==> src/rtl/fpu_float_sqrt_prepare_pkg.sv <==
// Shared types and helpers for the sqrt operand-prepare stage: float fields,
// special classes, the prepared-result record and its packing function.
package fpu_float_sqrt_prepare_pkg;

  localparam int FPU_FLOAT_BIAS  = 127;
  localparam int FPU_SQRT_ID_MAX = 16;

  typedef struct packed {
    logic        sign;
    logic [7:0]  exponent;
    logic [22:0] mantissa;
  } fpu_float_fields_t;

  typedef enum logic [1:0] {
    FPU_SQRT_NONE = 2'd0,
    FPU_SQRT_ZERO = 2'd1,
    FPU_SQRT_INF  = 2'd2,
    FPU_SQRT_NAN  = 2'd3
  } fpu_sqrt_special_t;

  typedef struct packed {
    logic                       sign;
    fpu_sqrt_special_t          special;
    logic [7:0]                 exponent;
    logic [25:0]                radicand;
    logic [FPU_SQRT_ID_MAX-1:0] id;
  } fpu_sqrt_prepare_result_t;

  typedef enum logic [1:0] {ST_IDLE, ST_NORM, ST_OUT} fpu_sqrt_state_t;

  function automatic logic fpu_float_is_zero(fpu_float_fields_t f);
    return (f.exponent == 8'h00) && (f.mantissa == 23'd0);
  endfunction

  function automatic fpu_sqrt_special_t fpu_sqrt_classify(fpu_float_fields_t f);
    if (f.exponent == 8'hFF && f.mantissa != 23'd0) return FPU_SQRT_NAN;
    if (f.sign && !fpu_float_is_zero(f))            return FPU_SQRT_NAN;
    if (fpu_float_is_zero(f))                       return FPU_SQRT_ZERO;
    if (f.exponent == 8'hFF)                        return FPU_SQRT_INF;
    return FPU_SQRT_NONE;
  endfunction

  // IEEE invalid-operation: sqrt of a negative nonzero, or any signalling NaN
  function automatic logic fpu_sqrt_invalid(fpu_float_fields_t f);
    return (f.sign && !fpu_float_is_zero(f)) ||
           (f.exponent == 8'hFF && f.mantissa != 23'd0 && !f.mantissa[22]);
  endfunction

  // m is normalised (m[23]=1); e is the unbiased exponent. An odd e is made
  // even by folding one factor of two into the radicand.
  function automatic fpu_sqrt_prepare_result_t fpu_sqrt_pack(
    logic sign, fpu_sqrt_special_t sp, logic [23:0] m, logic signed [9:0] e,
    logic [FPU_SQRT_ID_MAX-1:0] id);
    fpu_sqrt_prepare_result_t r;
    logic signed [9:0] ee;
    r         = '0;
    r.id      = id;
    r.special = sp;
    ee        = e;
    if (sp == FPU_SQRT_NONE) begin
      if (e[0]) begin
        r.radicand = {1'b1, m[22:0], 2'b00};
        ee         = e - 10'sd1;
      end else begin
        r.radicand = {2'b01, m[22:0], 1'b0};
      end
      r.exponent = 8'((ee >>> 1) + 10'sd127);
    end else if (sp == FPU_SQRT_ZERO) begin
      r.sign = sign;
    end
    return r;
  endfunction

endpackage

==> src/rtl/fpu_float_sqrt_prepare_if.sv <==
// Operand/result handshake bundle for the sqrt prepare stage.
// FPU_SQRT_PREPARE_FLAGS_EN adds the result_invalid flag.
interface fpu_float_sqrt_prepare_if #(parameter int ID_WIDTH = 4);
  import fpu_float_sqrt_prepare_pkg::*;

  logic                operand_valid;
  logic                operand_ready;
  fpu_float_fields_t   operand;
  logic [ID_WIDTH-1:0] operand_id;
  logic                result_valid;
  logic                result_ready;
  logic [25:0]         result_radicand;
  logic [7:0]          result_exponent;
  fpu_sqrt_special_t   result_special;
  logic                result_sign;
  logic [ID_WIDTH-1:0] result_id;
`ifdef FPU_SQRT_PREPARE_FLAGS_EN
  logic                result_invalid;

  modport master (
    output operand_valid, operand, operand_id, result_ready,
    input  operand_ready, result_valid, result_radicand, result_exponent,
           result_special, result_sign, result_id, result_invalid
  );
  modport slave (
    input  operand_valid, operand, operand_id, result_ready,
    output operand_ready, result_valid, result_radicand, result_exponent,
           result_special, result_sign, result_id, result_invalid
  );
`else
  modport master (
    output operand_valid, operand, operand_id, result_ready,
    input  operand_ready, result_valid, result_radicand, result_exponent,
           result_special, result_sign, result_id
  );
  modport slave (
    input  operand_valid, operand, operand_id, result_ready,
    output operand_ready, result_valid, result_radicand, result_exponent,
           result_special, result_sign, result_id
  );
`endif

endinterface

==> src/rtl/fpu_float_sqrt_prepare_lzc.sv <==
// Leading-zero count of a WIDTH-bit window, saturating at WIDTH when all zero.
module fpu_leading_zero_count #(
  parameter int WIDTH = 4,
  parameter int CW    = 5
) (
  input  logic [WIDTH-1:0] bits,
  output logic [CW-1:0]    count
);

  // Scanning upward lets the highest set bit win the final assignment
  always_comb begin
    count = CW'(WIDTH);
    for (int i = 0; i < WIDTH; i++)
      if (bits[i]) count = CW'(WIDTH - 1 - i);
  end

endmodule

==> src/rtl/fpu_float_sqrt_prepare.sv <==
// Sqrt operand-prepare stage: classify, normalise denormals, even the exponent.
// Optional FPU_SQRT_PREPARE_FLAGS_EN adds the registered result_invalid flag.
module fpu_float_sqrt_prepare
  import fpu_float_sqrt_prepare_pkg::*;
#(
  parameter int NORM_SHIFT = 4,
  parameter int ID_WIDTH   = 4
) (
  input logic                    clk,
  input logic                    rst,
  fpu_float_sqrt_prepare_if.slave bus
);

  fpu_sqrt_state_t            state, state_nxt;
  fpu_sqrt_prepare_result_t   res;
  fpu_float_fields_t          op;
  fpu_sqrt_special_t          op_special;
  logic                       op_denorm, accept, norm_done;
  logic [23:0]                m_q, m_shift;
  logic signed [9:0]          e_q, e_shift, e_op;
  logic [ID_WIDTH-1:0]        id_q;
  logic [FPU_SQRT_ID_MAX-1:0] op_id_w, norm_id_w;
  logic [4:0]                 sh;
  logic                       unused_id;

  assign op         = bus.operand;
  assign op_special = fpu_sqrt_classify(op);
  assign op_denorm  = (op_special == FPU_SQRT_NONE) && (op.exponent == 8'h00);
  assign e_op       = signed'({2'b00, op.exponent}) - 10'sd127;
  assign op_id_w    = FPU_SQRT_ID_MAX'(bus.operand_id);
  assign norm_id_w  = FPU_SQRT_ID_MAX'(id_q);

  assign bus.operand_ready = (state == ST_IDLE) || (state == ST_OUT && bus.result_ready);
  assign accept            = bus.operand_valid && bus.operand_ready;

  // Shift is capped by the leading zeros in the window, so m never overshoots
  fpu_leading_zero_count #(.WIDTH(NORM_SHIFT), .CW(5)) u_lzc (
    .bits  (m_q[23 -: NORM_SHIFT]),
    .count (sh)
  );

  assign m_shift   = m_q << sh;
  assign e_shift   = e_q - signed'({5'd0, sh});
  assign norm_done = m_shift[23];

  always_ff @(posedge clk or negedge rst)
    if (!rst) state <= ST_IDLE;
    else      state <= state_nxt;

  always_comb begin
    state_nxt = state;
    unique case (state)
      ST_IDLE: if (accept) state_nxt = op_denorm ? ST_NORM : ST_OUT;
      ST_NORM: if (norm_done) state_nxt = ST_OUT;
      ST_OUT:  if (bus.result_ready)
                 state_nxt = accept ? (op_denorm ? ST_NORM : ST_OUT) : ST_IDLE;
      default: state_nxt = ST_IDLE;
    endcase
  end

  // Finishing in the same cycle as the last shift keeps latency at 1+ceil(lz/N)
  always_ff @(posedge clk or negedge rst) begin
    if (!rst) begin
      m_q  <= '0;
      e_q  <= '0;
      id_q <= '0;
      res  <= '0;
    end else if (accept) begin
      if (op_denorm) begin
        m_q  <= {1'b0, op.mantissa};
        e_q  <= -10'sd126;
        id_q <= bus.operand_id;
      end else begin
        res <= fpu_sqrt_pack(op.sign, op_special, {1'b1, op.mantissa}, e_op, op_id_w);
      end
    end else if (state == ST_NORM) begin
      m_q <= m_shift;
      e_q <= e_shift;
      if (norm_done)
        res <= fpu_sqrt_pack(1'b0, FPU_SQRT_NONE, m_shift, e_shift, norm_id_w);
    end
  end

`ifdef FPU_SQRT_PREPARE_FLAGS_EN
  logic invalid_q;
  always_ff @(posedge clk or negedge rst)
    if (!rst)        invalid_q <= 1'b0;
    else if (accept) invalid_q <= fpu_sqrt_invalid(op);
  assign bus.result_invalid = invalid_q;
`endif

  assign bus.result_valid    = (state == ST_OUT);
  assign bus.result_radicand = res.radicand;
  assign bus.result_exponent = res.exponent;
  assign bus.result_special  = res.special;
  assign bus.result_sign     = res.sign;
  assign bus.result_id       = res.id[ID_WIDTH-1:0];
  assign unused_id           = ^res.id;

endmodule
==> src/flat_wrapper.sv <==
// flat-port wrapper written by rule: the top's interface ports become plain ports
module fpu_float_sqrt_prepare_flat import fpu_float_sqrt_prepare_pkg::*;
#(
  parameter int NORM_SHIFT = 4,
  parameter int ID_WIDTH   = 4
)
  (clk, rst, bus_operand_valid, bus_operand, bus_operand_id, bus_result_ready, bus_operand_ready, bus_result_valid, bus_result_radicand, bus_result_exponent, bus_result_special, bus_result_sign, bus_result_id);
  fpu_float_sqrt_prepare_if #(.ID_WIDTH(ID_WIDTH)) bus_i ();
  input logic clk;
  input logic rst;
  input wire logic [$bits(bus_i.operand_valid)-1:0] bus_operand_valid;
  input wire logic [$bits(bus_i.operand)-1:0] bus_operand;
  input wire logic [$bits(bus_i.operand_id)-1:0] bus_operand_id;
  input wire logic [$bits(bus_i.result_ready)-1:0] bus_result_ready;
  output wire logic [$bits(bus_i.operand_ready)-1:0] bus_operand_ready;
  output wire logic [$bits(bus_i.result_valid)-1:0] bus_result_valid;
  output wire logic [$bits(bus_i.result_radicand)-1:0] bus_result_radicand;
  output wire logic [$bits(bus_i.result_exponent)-1:0] bus_result_exponent;
  output wire logic [$bits(bus_i.result_special)-1:0] bus_result_special;
  output wire logic [$bits(bus_i.result_sign)-1:0] bus_result_sign;
  output wire logic [$bits(bus_i.result_id)-1:0] bus_result_id;
  assign bus_i.operand_valid = bus_operand_valid;
  assign bus_i.operand = bus_operand;
  assign bus_i.operand_id = bus_operand_id;
  assign bus_i.result_ready = bus_result_ready;
  assign bus_operand_ready = bus_i.operand_ready;
  assign bus_result_valid = bus_i.result_valid;
  assign bus_result_radicand = bus_i.result_radicand;
  assign bus_result_exponent = bus_i.result_exponent;
  assign bus_result_special = bus_i.result_special;
  assign bus_result_sign = bus_i.result_sign;
  assign bus_result_id = bus_i.result_id;
  fpu_float_sqrt_prepare #(.NORM_SHIFT(NORM_SHIFT), .ID_WIDTH(ID_WIDTH)) u_core (.clk(clk), .rst(rst), .bus(bus_i));
endmodule
==> config.mk <==
export PLATFORM = sky130hd
export DESIGN_NAME = fpu_float_sqrt_prepare_flat
export DESIGN_NICKNAME = d
export VERILOG_FILES = /design/src/rtl/fpu_float_sqrt_prepare_pkg.sv /design/src/rtl/fpu_float_sqrt_prepare_if.sv /design/src/rtl/fpu_float_sqrt_prepare_lzc.sv /design/src/rtl/fpu_float_sqrt_prepare.sv /design/src/flat_wrapper.sv
export SDC_FILE = /design/constraint.sdc
export NUM_CORES = 1
export LEC_CHECK = 0
export CORE_AREA = 2 2 98 147
export CTS_CLUSTER_SIZE = 8
export DETAILED_ROUTE_END_ITERATION = 8
export DIE_AREA = 0 0 100 149
export GPL_ROUTABILITY_DRIVEN = 0
export PLACE_DENSITY = 0.63
export REMOVE_ABC_BUFFERS = 1
export SLEW_MARGIN = 20
export SYNTH_ARGS = -nofsm -noshare
export SYNTH_HDL_FRONTEND = slang
export SYNTH_HIERARCHICAL = 1
export SYNTH_SLANG_ARGS = --single-unit
export TNS_END_PERCENT = 30
==> constraint.sdc <==
create_clock -name clk -period 5.09 [get_ports clk]
set_clock_uncertainty 0.2 [all_clocks]
set_input_delay 1.527 -clock clk [delete_from_list [all_inputs] [get_ports clk]]
set_output_delay 1.527 -clock clk [all_outputs]
set_load 0.01 [all_outputs]
== After elaboration in Yosys (flattened, before gate mapping) ==
Index checks and enable logic that the tools add are counted.

* Add/subtract/negate cells: 6
* Equal/unequal tests: 9
* Shifts and indexed selects: 1
* Mux-type cells: 51
* Reductions and logical operators: 19

{| class="wikitable"
|+ Operators by type and width
! kind !! count
|-
| 53-bit two-way mux || 4
|-
| 24-bit two-way mux || 3
|-
| 9-bit two-way mux || 8
|-
| 26-bit two-way mux || 2
|-
| 34-bit two-way mux || 1
|-
| 10-bit two-way mux || 3
|-
| 2-bit two-way mux || 13
|-
| 24-bit by 5-bit << shifter with 24-bit output || 1
|-
| 23-bit zero test || 1
|-
| 23-bit nonzero test || 1
|-
| 9-bit by 2-bit subtractor with 9-bit output (second input constant) || 2
|-
| 8-bit adder (second input constant) || 2
|-
| 5-bit two-way mux || 3
|-
| 1-bit two-way mux || 12
|-
| 10-bit by 6-bit subtractor with 10-bit output || 1
|-
| 8-bit by 7-bit subtractor with 9-bit output (second input constant) || 1
|-
| 8-bit equality test (second input constant) || 1
|-
| 8-bit zero test || 1
|-
| 1-bit logical AND || 6
|-
| 2-bit by 1-bit != test with 1-bit output (second input constant) || 3
|-
| 2-bit case mux with 3 select lines || 1
|-
| 3-bit AND reduction || 2
|-
| 2-bit by 1-bit equality test with 1-bit output (second input constant) || 2
|-
| 2-bit zero test || 2
|-
| other kinds (7) || 10
|}

* Bits in registers: 81
* Input port bits: 40
* Output and inout port bits: 43
* Logic and storage cells: 95

== Logic depth before layout (Yosys ltp) ==
Gate-level depths: netlist of run 1.

* Depth after elaboration: 23
* Mapped depth: 13
* Mapped depth without buffers: 11

== Cells and area by module ==
The synthesis of run 1 kept the hierarchy.

{| class="wikitable"
|+ Modules (own cells, without submodules)
! module !! times used !! cells each !! area an instance (um2) !! sequential area each (um2)
|-
| fpu_float_sqrt_prepare || 1 || 641 || 5955.7 || 1976.9
|-
| fpu_leading_zero_count || 1 || 9 || 55.1 || 0.0
|}

== Worst setup path after synthesis of run 1 ==
OpenSTA, ideal clock, no wires.

* Kind: input to register
* Start: in bus_operand[23]
* End: reg u_core.id_q[1]
* Library setup time: 127 ps
* Arrival time: 3775 ps
* Required time: 4763 ps
* Setup slack: 988 ps
* Cell stages on the path: 12
* Path buffers: 4
* Cell sequence: buf_1 buf_4 inv_1 ha_1 nor4b_1 nand2_1 nor3_2 or3_1 buf_4 nor2_1 buf_4 mux2_1

* Cells in the longest elaborated chain, start to end: 14
* Elaborated cells on any way between the ends: 26
* Classes of those cells: 1 x eq/ne; 17 x mux; 8 x reduce/logical

{| class="wikitable"
|+ Ends and longest elaborated chain
! what !! RTL line !! source
|-
| start, declared || flat_wrapper.sv:12 || <nowiki>input wire logic [$bits(bus_i.operand)-1:0] bus_operand;</nowiki>
|-
| 8-bit zero test || fpu_float_sqrt_prepare_pkg.sv:32, fpu_float_sqrt_prepare.sv:28 ||
|-
| 1-bit logical AND || fpu_float_sqrt_prepare_pkg.sv:32 || <nowiki>return (f.exponent == 8'h00) && (f.mantissa == 23'd0);</nowiki>
|-
| 1-bit zero test || fpu_float_sqrt_prepare_pkg.sv:37 || <nowiki>if (f.sign && !fpu_float_is_zero(f)) return FPU_SQRT_NAN;</nowiki>
|-
| 1-bit logical AND || fpu_float_sqrt_prepare_pkg.sv:37 ||
|-
| 2-bit two-way mux || fpu_float_sqrt_prepare_pkg.sv:37 ||
|-
| 2-bit two-way mux || fpu_float_sqrt_prepare_pkg.sv:38 || <nowiki>if (fpu_float_is_zero(f)) return FPU_SQRT_ZERO;</nowiki>
|-
| 2-bit two-way mux || fpu_float_sqrt_prepare_pkg.sv:39 || <nowiki>if (f.exponent == 8'hFF) return FPU_SQRT_INF;</nowiki>
|-
| 2-bit two-way mux || fpu_float_sqrt_prepare_pkg.sv:40 || <nowiki>return FPU_SQRT_NONE;</nowiki>
|-
| 2-bit two-way mux || fpu_float_sqrt_prepare_pkg.sv:39 ||
|-
| 2-bit two-way mux || fpu_float_sqrt_prepare_pkg.sv:38 ||
|-
| 2-bit two-way mux || fpu_float_sqrt_prepare_pkg.sv:37 ||
|-
| 2-bit zero test || fpu_float_sqrt_prepare.sv:28 || <nowiki>assign op_denorm = (op_special == FPU_SQRT_NONE) && (op.exponent == 8'h00);</nowiki>
|-
| 1-bit logical AND (*) || fpu_float_sqrt_prepare.sv:28 ||
|-
| 2-bit AND reduction (no source line) (*) || - ||
|-
| end signal, assigned || fpu_float_sqrt_prepare.sv:72 || <nowiki>id_q <= bus.operand_id;</nowiki>
|-
| end, declared || fpu_float_sqrt_prepare.sv:21 || <nowiki>logic [ID_WIDTH-1:0] id_q;</nowiki>
|}

Mark *: on every way between the ends. The rest lies on a longest branch, timed or not. The select of a mux whose other input is x is not followed.
A chain may end at the register's enable or synchronous reset.

== Worst setup path in the final report of run 1 ==
* Start: in bus_result_ready
* End: out bus_operand_ready

* Cells in the longest elaborated chain, start to end: 2

{| class="wikitable"
|+ Ends and longest elaborated chain
! what !! RTL line !! source
|-
| start, declared || flat_wrapper.sv:14 || <nowiki>input wire logic [$bits(bus_i.result_ready)-1:0] bus_result_ready;</nowiki>
|-
| 1-bit logical AND || fpu_float_sqrt_prepare.sv:33 || <nowiki>assign bus.operand_ready = (state == ST_IDLE) || (state == ST_OUT && bus.result_ready);</nowiki>
|-
| 1-bit logical OR || fpu_float_sqrt_prepare.sv:33 ||
|-
| end, declared || flat_wrapper.sv:15 || <nowiki>output wire logic [$bits(bus_i.operand_ready)-1:0] bus_operand_ready;</nowiki>
|}

Every way passes these cells.

==> metrics.md, run 1 <==
| Metric | Value |
|---|---|
| Root Driver | `clkbuf_16` |
| GRT overflow | `0` |
| Fin crit period | `4580 ps` |
| Pwr dens | `470 mW/mm2` |
| Yosys warns | `6` |
| Initial core utilization | `43.6%` |
| DR pass1 iterations | `7` |
| Hold crit path type | `flop to flop` |
| Vias | `5,467` |
| Core area | `0.0138 mm2` |
| Layout Utilization | `51.3%` |
| Endpoints failing hold | `0` |
| Post-detailed-route count of antenna-violating nets | `0` |
| Final period utilization | `89.9%` |
| CP Launch Type | `primary input` |
| Actual slew at the worst max-slew pin | `748 ps` |
| Initial DRC count | `441` |
| Cell Chain, Critical Path | `clkdlybuf4s50_1, inv_1, a21oi_1, clkdlybuf4s50_1` |
| Crit path capture type | `output port` |
| Critical Path Stages | `4` |
| CP required | `3360 ps` |
| Drt wl/cell | `20.7 um` |
| Synth Instances | `650` |
| Clk_lat worst skew | `330 ps` |
| Port bufs | `81` |
| H-tree depth | `3` |
| First-pass GRT wire length | `29.0 mm` |
| Drt drc | `0` |
| Number of synthesized flops with an enable pin | `0` |
| Clock transition at path regs | `60 ps` |
| Slowest stage delay, CP | `580 ps` |
| Sequential fraction of the synthesis area | `32.9%` |
| Die Height | `149 um` |
| Number of global-route vias before repair | `5,504` |
| Syn avg cell area | `9.25 um2` |
| Place WS | `503 ps` |
| Hold-fix buffers at CTS | `0` |
| Final WL | `18.1 mm` |
| Row count | `53` |
| Ys async rst share | `100%` |
| Arrival time at the worst endpoint | `2850 ps` |
| Status | `finished clean` |
| CTS Sinks | `79` |
| Setup tns final | `0 ps` |
| Num CTS Buffers | `9` |
| Area growth syn-to-layout | `17.8%` |
| Final worst setup slack | `512 ps` |
| CP bufs+invs | `3` |
| Crit Path Category | `primary input to output port` |
| Setup bufs post-CTS | `0` |
| Total GRT Usage | `25.1%` |
| Critical Path Slowest Stage Cell | `clkdlybuf4s50_1` |
| Largest net degree at the start of global routing | `80` |
| Max Freq | `0.218 GHz` |
| Hold Path Stages | `1` |
| Most frequent CP cell | `clkdlybuf4s50_1` |
| Antenna violations before repair | `0` |
| Resize count post-CTS | `0` |
| Final Setup Violations | `0` |
| Worst Path Max Fanout | `3` |
| Reg2reg path depth | `12` |
| Max-capacitance violation count | `0` |
| Hpwl dp | `13.2 mm` |
| Peak VDD IR | `193 uV` |
| CTS tree | `yes` |
| Final slew viol count | `0` |
| Synth cell types | `75` |
| Worst-case clock buffer depth | `2` |
| Ys flop type | `dfrtp_1` |
| Drt via density | `6.24` |
| Seq cells post-synth | `79` |
| Die Span X | `100 um` |
| RSZ-0062 raised after global routing | `false` |
| # IOs | `83` |
| Total chip power | `3.32 mW` |
| Slew HR | `49.4%` |
| Layout Nets | `756` |
| Layout cell share with drive strength beyond 1 | `9.56%` |
| Cell Area, Synth | `0.00601 mm2` |
| Diodes inserted | `0` |
| DIE AREA | `0.0149 mm2` |
| Largest delay share family, worst path | `buffers and inverters` |
| LEAKAGE | `2.87 nW` |
-- cell type report --
type,instances,area (um2)
fill,1294,6710
inverter,14,52.6
clock inverter,4,53.8
multi-input combinational,507,3620
clock buffer,12,256
sequential,79,1980
tap,165,206
timing repair buffer,95,917
-- report_power, final --
part / leakage [nW] / switching (mW) / internal [mW] / total (mW)
clock network: 0.145 / 0.260 / 0.408 / 0.667
logic: 1.78 / 0.938 / 0.788 / 1.73
registers: 0.942 / 0.145 / 0.787 / 0.932
total: 2.87 / 1.34 / 1.98 / 3.32
-- per-stage QoR --
| stage | hold WS [ps] | cells | cell area [um2] |
|---|---|---|---|
| floorplan | 258 | 600 | 5640 |
| global placement | 267 | 860 | 6770 |
| detailed placement | 279 | 860 | 6770 |
| CTS | 292 | 876 | 7080 |
| global route | 306 | 876 | 7080 |
| finish | 284 | 876 | 7080 |
-- per-layer routing --
metal | track usage, % | routed length [um] | vias to the layer above | share of wire [%]
li1 | - | - | 2517 | -
met1 | 29.4 | 6930 | 2671 | 38
met2 | 43.6 | 9240 | 223 | 51
met3 | 3.37 | 956 | 56 | 5.3
met4 | 14.7 | 996 | 0 | 5.5
met5 | 0 | 0 | - | 0
-- registers in the layout (all words and copies together), names as in the netlist --
name	cells
u_core/bus.result_id	4
u_core/state	2
u_core/bus.result_special	2
u_core/id_q	4
u_core/bus.result_sign	1
u_core/e_q	9
u_core/m_q	24
u_core/bus.result_radicand	25
u_core/bus.result_exponent	8
-- cells in the final DEF (no fill, tap or decap), types with 9 or more instances in the layout --
cell type and n:
o21ai_0 25, mux2_2 11, clkdlybuf4s50_1 80, mux2i_1 40
ha_1 9, mux4_1 10, a31oi_1 12, nand3_1 11
inv_1 12, dfrtp_1 79, o221ai_1 9, nand2_1 57
nor2_1 92, o22ai_1 11, clkbuf_16 9, xnor2_1 14
a21oi_1 60, nor3_1 15, buf_4 14, o21a_1 10
mux4_2 11
-- synthesized netlist by cell type, drive strengths merged, types with 2 or more instances --
cell type  instances  area [um2]
a2bb2oi            2        17.5
o21ai             29         160
mux2              14         158
buf               31         233
nor4b              3        26.3
o2bb2ai            2        17.5
nand2             58         225
o211ai             3        22.5
nand4              4        31.3
and2               4        26.3
a311oi             2        17.5
conb               2        7.51
ha                 9         113
mux2i             41         423
xor2               7        61.3
a22oi              8        65.1
nor2b              3        18.8
clkbuf            19         136
or3                3        18.8
inv               13        48.8
xnor2             14         123
a21boi             2        15.0
nor2              92         345
o22ai             12        81.3
o21a              10        75.1
a31oi             12        75.1
o22a               5        43.8
a211oi             4        30.0
a21oi             61         305
and3               2        12.5
nand3             11        55.1
o221ai             9        78.8
mux4              21         510
a221oi             7        73.8
dfrtp             79        1980
nor4               9        62.6
nor3              17        90.1
nand3b             2        15.0
nand2b             6        37.5
a21o               2        15.0
o32ai              3        26.3
-- worst register-to-register path, delay by kind of cell, from the launching register on --
kind            cells  cell delay, ps
compound gates      4             750
xor+xnor            2             600
fa+ha+maj           2             670
buf+inv             1             270
flops               1             470
simple gates        3             490
-- logic make-up after synthesis --
family	share of synthesized area (%)
flip-flops	32.9
AND/OR/NAND/NOR	16.3
XOR/XNOR	3.43
buffers and inverters	7.16
other	0.125
adder cells (fa/ha/maj)	2.21
AO/OA/AOI/OAI	19.7
multiplexers	18.2
-- final timing paths --
kind | endpoint | start | slack (ps)
worst max-delay path | bus_operand_ready | bus_result_ready | 510
worst min-delay path | u_core/bus.result_exponent[1]$_DFFE_PN0P_ | u_core/bus.result_exponent[1]$_DFFE_PN0P_ | 280
worst max register to register | u_core/bus.result_exponent[7]$_DFFE_PN0P_ | u_core/m_q[21]$_DFFE_PN0P_ | 1500
worst min register to register | u_core/bus.result_exponent[1]$_DFFE_PN0P_ | u_core/bus.result_exponent[1]$_DFFE_PN0P_ | 280
max in group asynchronous | u_core/bus.result_radicand[17]$_DFFE_PN0P_ | rst | 3150
min in group asynchronous | u_core/bus.result_id[3]$_DFFE_PN0P_ | rst | 1030
No activity file was read; power rests on OpenSTA's default activity.
==> run 2: changes to the inputs <==
Settings changed: ABC_CLOCK_PERIOD_IN_PS set to 5090.
==> results of run 2 <==
No change in the layout: final DEF, timing and power equal those of run 1.
==> RTL edit 1 (flow settings as in run 2) <==
`NORM_SHIFT` is set to 4 in 2 places; all go to 6.
--- a/src/rtl/fpu_float_sqrt_prepare.sv
+++ b/src/rtl/fpu_float_sqrt_prepare.sv
@@ -3,7 +3,7 @@
 module fpu_float_sqrt_prepare
   import fpu_float_sqrt_prepare_pkg::*;
 #(
-  parameter int NORM_SHIFT = 4,
+  parameter int NORM_SHIFT = 6,
   parameter int ID_WIDTH   = 4
 ) (
   input logic                    clk,
--- a/src/flat_wrapper.sv
+++ b/src/flat_wrapper.sv
@@ -1,7 +1,7 @@
 // flat-port wrapper written by rule: the top's interface ports become plain ports
 module fpu_float_sqrt_prepare_flat import fpu_float_sqrt_prepare_pkg::*;
 #(
-  parameter int NORM_SHIFT = 4,
+  parameter int NORM_SHIFT = 6,
   parameter int ID_WIDTH   = 4
 )
   (clk, rst, bus_operand_valid, bus_operand, bus_operand_id, bus_result_ready, bus_operand_ready, bus_result_valid, bus_result_radicand, bus_result_exponent, bus_result_special, bus_result_sign, bus_result_id);
Formal check against the unedited RTL: not equivalent (Yosys sat finds a counterexample within 4 cycles, from zero or initial values and one cycle with rst low).
==> RTL edit 1 against run 2 <==
  * Die area unchanged
  * Design area up 0.11%
  * Worst setup slack worse by 5.0 ps
  * Clock power down 5.1%
  * Sequential cell count unchanged
  * Sequential power up 0.9%
  * Synthesized area up 0.25%
  * Core utilization up 0.054 points
  * Critical path depth unchanged
  * Power up 3.2%
  * Combinational power up 8%
  * Routed wire length down 3.6%
==> RTL edit 1: results (changes against run 2) <==
timing:
  finalCritPeriodShare: 0.900  # was 0.899
  worstMarginPinSlew_ps: 728  # was 748 ps
routing:
  firstDrtPassIters: 5  # was 7
  post_drt_wl_per_cell_um: 19.9  # was 20.7 um
  vias: 5372  # was 5,467
  via_per_inst: 6.12  # was 6.24
  drt_first_iter_violations: 384  # was 441
placed_design:
  dp.final_hpwl_um: 12900  # was 13,200 um
  dpl.cell_count: 863  # was 860
global_routing:
  grt_pass1_vias: 5537  # was 5,504
  track_usage: 0.240  # was 0.251
  grt.met1_usage: 0.279  # was 0.294
  use_met3: 0.0328  # was 0.0337
  grt_pass1_wl_um: 28100  # was 29,000 um
cells_and_area:
  layout-drive-gt1-share: 0.0954  # was 0.0956
  fill_cells: 1293  # was 1,294
  nets: 759  # was 756
power_and_ir_drop:
  ir_worst_vdd_mv: 0.194  # was 0.193 mV
  leakage_uw: 0.00287  # about the same
yosys:
  ys_seq_area_frac: 0.328  # was 0.329
  syn_avg_cell_area_um2: 9.24  # was 9.25 um^2
  netlist_top_cells_count: "94 x nor2_1, 79 x dfrtp_1, 60 x a21oi_1"  # was 92 x nor2_1, 79 x dfrtp_1, 61 x a21oi_1
  synth.area.top_cells: "dfrtp_1 33%, mux2i_1 6.6%, nor2_1 5.9%"  # was dfrtp_1 33%, mux2i_1 6.7%, nor2_1 5.7%
worst_setup_path:
  cp_data_arrival_time_ps: 2860  # was 2850 ps
  r2r-start: "u_core/m_q[20]"  # was u_core/m_q[21]
  worstReg2RegEnd: "u_core/bus.result_exponent[6]"  # was u_core/bus.result_exponent[7]
  path_max_fanout: 3  # unchanged
  r2r_slack_ps: 1390  # was 1500 ps
run_status:
  status: "completed"  # unchanged
[RTL edit 1: report_power, final]
part	total [uW]	switching, uW	internal [uW]	leakage, uW
clock	633	255	378	0.000143
combinational	1860	1000	854	0.00179
sequential	940	148	792	0.000942
[RTL edit 1: routing by layer]
layer	part of all wire	vias to the layer above
met4	0.065	0
met5	0	-
met2	0.50	184
met1	0.39	2599
met3	0.043	65
li1	-	2524
[RTL edit 1: cells by family after synthesis]
logic type,share of synthesized area
compound gates,0.200
xor+xnor,0.0343
fa+ha+maj,0.0220
buf+inv,0.0714
flops,0.328
mux,0.181
other cells,0.00125
simple gates,0.162
[RTL edit 1: critical path, delay by kind of cell]
kind	cells	cell delay, ps
buffers and inverters	3	1080
AO/OA/AOI/OAI	1	240
[RTL edit 1: cell type report]
cell class,instances,share of cell area
inverter,14,0.00742
multi-input combinational,509,0.514
tap,165,0.0291
sequential,79,0.279
clock buffer,10,0.0323
clock inverter,5,0.00812
timing repair buffer,96,0.130
[RTL edit 1: metrics by stage]
step	hold WS (ps)	area [um^2]	total power [uW]
detailed placement	279	6800	2780
global route	311	7090	3650
floorplan	258	5650	2120
global placement	267	6800	2750
CTS	291	7080	3430
finish	280	7090	3430
[RTL edit 1: how the worst min path moves through the flow]
stage / from / end / slack, ps / depth (start not counted)
2_1_floorplan: u_core/id_q[1] / u_core/id_q[1] / 260 / 1
3_3_place_gp: u_core/id_q[1] / u_core/id_q[1] / 270 / 1
3_5_place_dp: u_core/bus.result_exponent[0] / u_core/bus.result_exponent[0] / 280 / 2
4_1_cts: u_core/bus.result_exponent[0] / u_core/bus.result_exponent[0] / 290 / 2
5_1_grt: u_core/bus.result_exponent[1] / u_core/bus.result_exponent[1] / 310 / 1
6_report: u_core/bus.result_exponent[0] / u_core/bus.result_exponent[0] / 280 / 2
==> RTL edit 2 (config.mk and constraints of run 2) <==
Without the edit above. Encoding of `fpu_sqrt_state_t`: now one-hot (3 bits for 3 states).
--- a/src/rtl/fpu_float_sqrt_prepare_pkg.sv
+++ b/src/rtl/fpu_float_sqrt_prepare_pkg.sv
@@ -26,7 +26,7 @@
     logic [FPU_SQRT_ID_MAX-1:0] id;
   } fpu_sqrt_prepare_result_t;
 
-  typedef enum logic [1:0] {ST_IDLE, ST_NORM, ST_OUT} fpu_sqrt_state_t;
+  typedef enum logic [2:0] {ST_IDLE = 3'b001, ST_NORM = 3'b010, ST_OUT = 3'b100} fpu_sqrt_state_t;
 
   function automatic logic fpu_float_is_zero(fpu_float_fields_t f);
     return (f.exponent == 8'h00) && (f.mantissa == 23'd0);
Behaviour: same outputs for any inputs over 4 cycles, from zero or initial values and one cycle with rst low; so few cycles prove little.
==> RTL edit 2 against run 2 <==
  * Sequential cell count grew 1
  * Design area grew 2.2%
  * Routed wire length shrank 1.3%
  * Worst setup slack lost 62 ps
  * Power grew 9.8%
  * Maximum frequency shrank 1.3%
  * Synthesized area grew 0.67%
==> RTL edit 2: results (changes against run 2) <==
yosys:
  synthCells: 689  # was 650
  ys_seq_area_frac: 0.331  # was 0.329
  synth.distinct_cells: 66  # was 75
  async_reset_ff_frac: 1.00  # unchanged
  netlist_top_cells_count: "80 x nand2_1, 79 x dfrtp_1, 74 x nor2_1"  # was 92 x nor2_1, 79 x dfrtp_1, 61 x a21oi_1
  synth.area.top_cells: "dfrtp_1 33%, mux4_2 8.2%, mux2i_1 7.4%"  # was dfrtp_1 33%, mux2i_1 6.7%, nor2_1 5.7%
timing:
  finalSetupTns_ps: 0  # unchanged
  worst_slew_margin_rel: 0.290  # was 0.494
routing:
  post_drt_wl_per_cell_um: 19.7  # was 20.7 um
  drt_first_iter_violations: 367  # was 441
  via_per_inst: 6.13  # was 6.24
  firstDrtPassIters: 5  # was 7
cells_and_area:
  largest_reg_flops: 25  # unchanged
  layout-drive-gt1-share: 0.110  # was 0.0956
  nets: 788  # was 756
  fill_cells: 1325  # was 1,294
  final_cells: 908  # was 876
placed_design:
  dpl.cell_count: 892  # was 860
  dp.final_hpwl_um: 13200  # about the same
  io_buffers: 81  # unchanged
global_routing:
  use_met3: 0.0384  # was 0.0337
  grt.met1_usage: 0.295  # was 0.294
  grt_pass1_vias: 5605  # was 5,504
  gr-usage-met2: 0.439  # was 0.436
  grt_max_degree: 81  # was 80
  grt_pass1_wl_um: 29100  # was 29,000 um
  track_usage: 0.248  # was 0.251
run_status:
  status: "completed"  # unchanged
clocking:
  htreeDepth: 3  # unchanged
  clk_latency_ps: 340
  root_buffer: "clkbuf_16"  # unchanged
  cts-buffers-inserted: 9  # unchanged
  path_clk_slew_ps: 70
power_and_ir_drop:
  leakage_uw: 0.00299  # was 0.00287 uW
  ir_worst_vdd_mv: 0.207  # was 0.193 mV
worst_setup_path:
  cpPeakStageDelay_ps: 580  # about the same
  cp_data_arrival_time_ps: 2910  # was 2850 ps
  path_max_fanout: 3  # unchanged
[RTL edit 2: cell type report]
class | count | share of cell area
well taps | 165 | 0.0285
repair buffers | 93 | 0.126
clock buffers | 9 | 0.0311
clock inverters | 7 | 0.0124
multi-input cells | 539 | 0.517
flip-flops and latches | 80 | 0.277
inverters | 15 | 0.00778
[RTL edit 2: worst min-delay path, stage by stage (launching register included)]
cell and delay (ps):
dfrtp_1 340, nand2_1 50, nand2_1 50
[RTL edit 2: per-layer routing]
layer	up-vias	share of wire
met5	-	0
li1	2625	-
met2	212	0.51
met3	42	0.056
met1	2683	0.40
met4	0	0.033
[RTL edit 2: worst paths after layout]
path                                                 from  cells past startpoint  slack (ps)                              to
min reg2reg                u_core/bus.result_radicand[24]                      2         270  u_core/bus.result_radicand[24]
min in group asynchronous                             rst                      1        1020                  u_core/m_q[23]
max reg2reg                                u_core/m_q[20]                     10        1260   u_core/bus.result_exponent[6]
min                        u_core/bus.result_radicand[24]                      2         270  u_core/bus.result_radicand[24]
max                                      bus_result_ready                      4         450               bus_operand_ready
max in group asynchronous                             rst                      1        3150    u_core/bus.result_special[1]
[RTL edit 2: per-stage QoR]
step / hold WS [ps] / cell area (um^2) / setup slack, ps / total power [uW]
6_report: 271 / 7240 / 450 / 3650
5_1_grt: 295 / 7240 / 377 / 3900
4_1_cts: 271 / 7230 / 459 / 3660
3_5_place_dp: 256 / 6920 / 466 / 2970
3_3_place_gp: 259 / 6920 / 493 / 2930
2_1_floorplan: 249 / 5790 / -294 / 2180
[RTL edit 2: where the power goes]
group          total (uW)  leakage [uW]  internal [uW]  switching, uW
registers             998      0.000998            842            156
logic                1980       0.00184            908           1070
clock network         675      0.000153            390            285
[RTL edit 2: logic make-up after synthesis]
| group | after synthesis | share of synthesized area |
|---|---|---|
| XOR/XNOR | 21 | 0.0304 |
| AO/OA/AOI/OAI | 184 | 0.196 |
| adder cells (fa/ha/maj) | 10 | 0.0219 |
| AND/OR/NAND/NOR | 237 | 0.178 |
| buffers and inverters | 71 | 0.0538 |
| flip-flops | 80 | 0.331 |
| other | 2 | 0.00124 |
| multiplexers | 84 | 0.188 |
